`src/rtl/uart_pkg.sv`:
```
// uart_pkg: shared FSM state type and field widths for the UART TX scheduler
package uart_pkg;
  typedef enum logic [1:0] {
    IDLE  = 2'd0,
    XFER  = 2'd1,
    DRAIN = 2'd2
  } state_t;
  localparam int BYTE_W = 8;
  localparam int CODE_W = 2;
endpackage

```
`src/rtl/rr_arbiter.sv`:
```
// rr_arbiter: one-hot round-robin pick searching upward from ptr+1
module rr_arbiter #(
  parameter int N  = 4,
  parameter int PW = $clog2(N)
) (
  input  logic [N-1:0]  req,
  input  logic [PW-1:0] ptr,
  output logic [N-1:0]  pick
);
  logic [PW-1:0] idx;
  // scan from farthest to nearest so the nearest requester after ptr wins
  always_comb begin
    pick = '0;
    idx  = '0;
    for (int k = N; k >= 1; k--) begin
      idx = PW'((int'(ptr) + k) % N);
      if (req[idx]) pick = N'(1) << idx;
    end
  end
endmodule

```
`src/rtl/uart_tx_sched.sv`:
```
// uart_tx_sched: round-robin byte scheduler into a UART TX FIFO with drained config apply
module uart_tx_sched
  import uart_pkg::*;
#(
  parameter int NREQ    = 4,
  parameter int MAX_PKT = 16
) (
  input  logic                     clk,
  input  logic                     rst_n,
  input  logic [NREQ-1:0]          req,
  input  logic [NREQ*BYTE_W-1:0]   data,
  input  logic [NREQ-1:0]          last,
  output logic [NREQ-1:0]          ack,
  output logic [NREQ-1:0]          gnt,
  output logic                     wr_en,
  output logic [BYTE_W-1:0]        data_out,
  input  logic                     fifo_full,
  input  logic                     fifo_emp,
  input  logic                     tx_active,
  input  logic                     cfg_wr,
  input  logic [CODE_W-1:0]        cfg_baud,
  input  logic [CODE_W-1:0]        cfg_parity,
  output logic [CODE_W-1:0]        baud_rate,
  output logic [CODE_W-1:0]        parity_type,
  output logic                     cfg_busy,
  output logic                     cfg_done
);
  localparam int PW = (NREQ > 1) ? $clog2(NREQ) : 1;
  localparam int CW = $clog2(MAX_PKT + 1);

  state_t            state;
  logic [PW-1:0]     ptr;
  logic [PW-1:0]     owner;
  logic [CW-1:0]     cnt;
  logic [CODE_W-1:0] pend_baud;
  logic [CODE_W-1:0] pend_par;
  logic [NREQ-1:0]   pick;
  logic              owner_last;
  logic              release_now;

  rr_arbiter #(.N(NREQ), .PW(PW)) u_arb (
    .req (req),
    .ptr (ptr),
    .pick(pick)
  );

  // decode the one-hot owner into its index, byte and last flag; zero when unowned
  always_comb begin
    owner      = '0;
    data_out   = '0;
    owner_last = 1'b0;
    for (int i = 0; i < NREQ; i++)
      if (gnt[i]) begin
        owner      = PW'(i);
        data_out   = data[i*BYTE_W +: BYTE_W];
        owner_last = last[i];
      end
  end

  // acks are combinational so a byte moves in the same cycle the FIFO has room
  assign ack         = (state == XFER && !fifo_full) ? (gnt & req) : '0;
  assign wr_en       = |ack;
  assign release_now = wr_en && (owner_last || cnt == CW'(MAX_PKT - 1));

  // grant/transfer/drain sequencing plus config capture, which is accepted in every state
  always_ff @(posedge clk or negedge rst_n)
    if (!rst_n) begin
      state       <= IDLE;
      gnt         <= '0;
      ptr         <= PW'(NREQ - 1);
      cnt         <= '0;
      pend_baud   <= '0;
      pend_par    <= '0;
      baud_rate   <= '0;
      parity_type <= '0;
      cfg_busy    <= 1'b0;
      cfg_done    <= 1'b0;
    end else begin
      cfg_done <= 1'b0;
      if (cfg_wr) begin
        pend_baud <= cfg_baud;
        pend_par  <= cfg_parity;
        cfg_busy  <= 1'b1;
      end
      case (state)
        IDLE:
          if (cfg_busy) state <= DRAIN;
          else if (|req) begin
            gnt   <= pick;
            state <= XFER;
          end
        XFER:
          if (release_now) begin
            state <= IDLE;
            gnt   <= '0;
            cnt   <= '0;
            ptr   <= owner;
          end else if (wr_en) cnt <= cnt + CW'(1);
        DRAIN:
          if (fifo_emp && !tx_active) begin
            baud_rate   <= pend_baud;
            parity_type <= pend_par;
            cfg_busy    <= cfg_wr;
            cfg_done    <= 1'b1;
            state       <= IDLE;
          end
        default: state <= IDLE;
      endcase
    end
endmodule

```
`config.mk`:
```
export PLATFORM = sky130hd
export DESIGN_NAME = uart_tx_sched
export DESIGN_NICKNAME = d
export VERILOG_FILES = /design/src/rtl/uart_pkg.sv /design/src/rtl/rr_arbiter.sv /design/src/rtl/uart_tx_sched.sv
export SDC_FILE = /design/constraint.sdc
export NUM_CORES = 1
export LEC_CHECK = 0
export BUFFER_PORTS_ARGS = -buffer_cell sky130_fd_sc_hd__buf_2
export CORE_MARGIN = 1.5
export CORE_UTILIZATION = 30
export DETAILED_ROUTE_END_ITERATION = 7
export SLEW_MARGIN = 5
export SYNTH_ARGS = -nofsm -noshare
export SYNTH_HDL_FRONTEND = slang
export SYNTH_HIERARCHICAL = 1
export SYNTH_SLANG_ARGS = --single-unit
```
`constraint.sdc`:
```
create_clock -name clk -period 3.4 [get_ports clk]
set_input_delay 0.17 -clock clk [delete_from_list [all_inputs] [get_ports clk]]
set_output_delay 0.17 -clock clk [all_outputs]
set_load 0.005 [all_outputs]
```
==> metrics.cfg <==
[run_status]
status = completed

[global_routing]
grt_pass1_wl_mm = 7.438
grt_max_degree = 25
overflow = 0
grt_pass1_vias = 1562
gr-usage-all-layers_pct = 15.20
antenna_found_initial = 0

[route]
wl_per_cell_um = 14.06
drt_iter0_drc = 124
postRouteAntennaNets = 0
route.detailed.drc = 0
first_pass_iters = 4
vias_per_cell = 4.978
routed_wl_mm = 4.500
via_count = 1593

[hold_path]
hold_class = input port to register

[sta]
slew_headroom_pct = 51.37
setup_viol = 0
fin_tns_setup_ps = 0
min_period_over_period_pct = 72.67
slew_violations = 0
max_freq_mhz = 404.7
min_period_ps = 2471
tightest_slew_ps = 729.4
fin_skew_ps = 7.463
grt_setup_unrepaired = no
timing.hold.ws_ps = 98.43
hold_viol = 0

[finish]
seq_area_sq_um = 578.1
fin_util_pct = 39.48
antenna_cells = 0
finalNonFillerCells = 320
area_delta_synth_final_pct = 27.93
final_nets = 307
num-fill-cells = 556
layout-drive-gt1-share_pct = 39.92
multi_input_area_sq_um = 1027

[cts]
numCtsBuffers = 3
cts_tree = built
cts-root-buf = clkbuf_8
clock_latency_ps = 270
cts.sinks = 23
htree_levels = 1
cts.path.max_buffers = 2
post_cts_buffers = 0
clkTransAtPathRegs_ps = 90

[worst_setup_path]
start_kind = register
critPathArrivalTime_ps = 2610
crit_required_ps = 3540
ff2ff_setup_slack_ps = 930
critPathMaxFanout = 13
endpoint_kind = register
worst-setup-path-type = register to register

[logic_synthesis]
ys.flop_type = dfrtp_1
yosys.area.top_type = dfrtp_1
yosys.area.top_type_share_pct = 31.11
synth_area_sq_um = 1689
synthDistinctLibCells = 41
avgSynthCellArea_sq_um = 9.489
synth_edf_count = 0
synth.most_common_cell = nand2_1
synth_cells = 178
synth_area_leaders = dfrtp_1 31%, a22oi_1 6.7%, ha_1 5.9%, nand2_1 5.6%, mux2_2 5.3%
synthArstFlopShare_pct = 100.0
ys_seq_area_share_pct = 34.22
synth_warnings = 6
synth-seq-cells = 23
yosys-top-cells-count = 25 x nand2_1, 21 x dfrtp_1, 15 x a22oi_1
syn_nets = 236

[placement]
io_buffers = 72
gp_congestion = 0.8079
dp_hpwl_mm = 3.440
dp.cells = 315

[die]
die_h_um = 78.04
core_sq_um = 5473
io_pins = 73
die_w_um = 78.04
rows = 27
dieArea_sq_um = 6089
initial_core_util_pct = 30.86

[pwr]
p_leak_nw = 0.9886
power.density_nw_per_um2 = 508.1
vdd_drop_max_v = 0.0002216

[flow_run]
drv_cap = 0

-- report_power, final --
group / switching (mW) / internal (mW) / leakage, nW
combinational: 0.245 / 0.241 / 0.689
sequential: 0.109 / 0.327 / 0.277
clock: 0.0918 / 0.0837 / 0.0228
total: 0.446 / 0.652 / 0.989
-- flip-flops by register name (all words and copies together) (netlist names) --
register / cells
cnt: 5
gnt: 4
baud_rate: 2
parity_type: 2
pend_baud: 2
pend_par: 2
ptr: 2
state: 2
cfg_busy: 1
cfg_done: 1
-- per-layer routing --
metal | GRT usage [%] | up-vias | wire length (um)
li1 | - | 791 | -
met1 | 21.09 | 764 | 2068
met3 | 2.791 | 6 | 172
met5 | 0 | - | 0
met4 | 3.929 | 0 | 61
met2 | 24.35 | 32 | 2198
-- final cells by class --
cell class              count  share of cell area, %
multi-input cells         136                  47.54
flip-flops and latches     23                  26.75
repair buffers             73                  17.14
well taps                  72                  4.169
inverters                  12                  2.316
clock buffers               4                  2.085
-- timing repair --
item	4_1_cts	5_1_grt
endpoints found under the hold margin	21	0
gates resized for setup	0	0
hold buffers	1	0
-- worst max-delay path, stage by stage, from the launching register on --
cell	delay, ps
dfstp_2	690
inv_1	130
ha_1	400
mux4_2	590
nand2b_1	200
o22ai_1	140
a31oi_1	60
nand2_1	70
mux2i_1	60
-- stage by stage --
stage / worst slack, ps / instance area [sq um] / total power [mW]
3_3_place_gp: 999.2 / 2106 / 0.9256
2_1_floorplan: 965.5 / 1689 / 0.7220
5_1_grt: 747.9 / 2161 / 1.193
3_5_place_dp: 957.0 / 2106 / 0.9286
4_1_cts: 933.8 / 2161 / 1.109
6_report: 929.3 / 2161 / 1.098
-- cell usage in the layout, fill, tap and decap left out, types with 2 or more instances in the layout --
cell and instances:
inv_1 10, mux4_2 4, o21ai_1 2, mux2_2 8, dfrtp_1 21, a211oi_1 2
a21oi_1 2, nand2_1 25, nor2b_1 2, clkbuf_8 3, o22ai_1 5, nor2_1 13
a22oi_1 15, nand3_1 2, ha_1 8, dfstp_2 2, nand2b_1 4, a31oi_1 3
buf_2 72, and3_1 3, mux2i_1 8, o21ai_0 13
-- path summary, 6_finish.rpt --
check                            start        endpoint  cells past startpoint
max                             ptr[0]          gnt[1]                      8
min                           fifo_emp        state[1]                      2
max reg2reg                     ptr[0]          gnt[1]                      8
min reg2reg                pend_par[0]  parity_type[0]                      1
max in group asynchronous        rst_n     pend_par[1]                      2
min in group asynchronous        rst_n          gnt[0]                      2
-- logic make-up after synthesis --
family                     synth area share, %
AOI/OAI and AO/OA                        22.30
muxes                                    15.41
and+or+nand+nor                          17.19
DFF                                      34.22
buffers and inverters                    4.963
adders and majority gates                5.926
No activity file was read; power rests on OpenSTA's default activity.
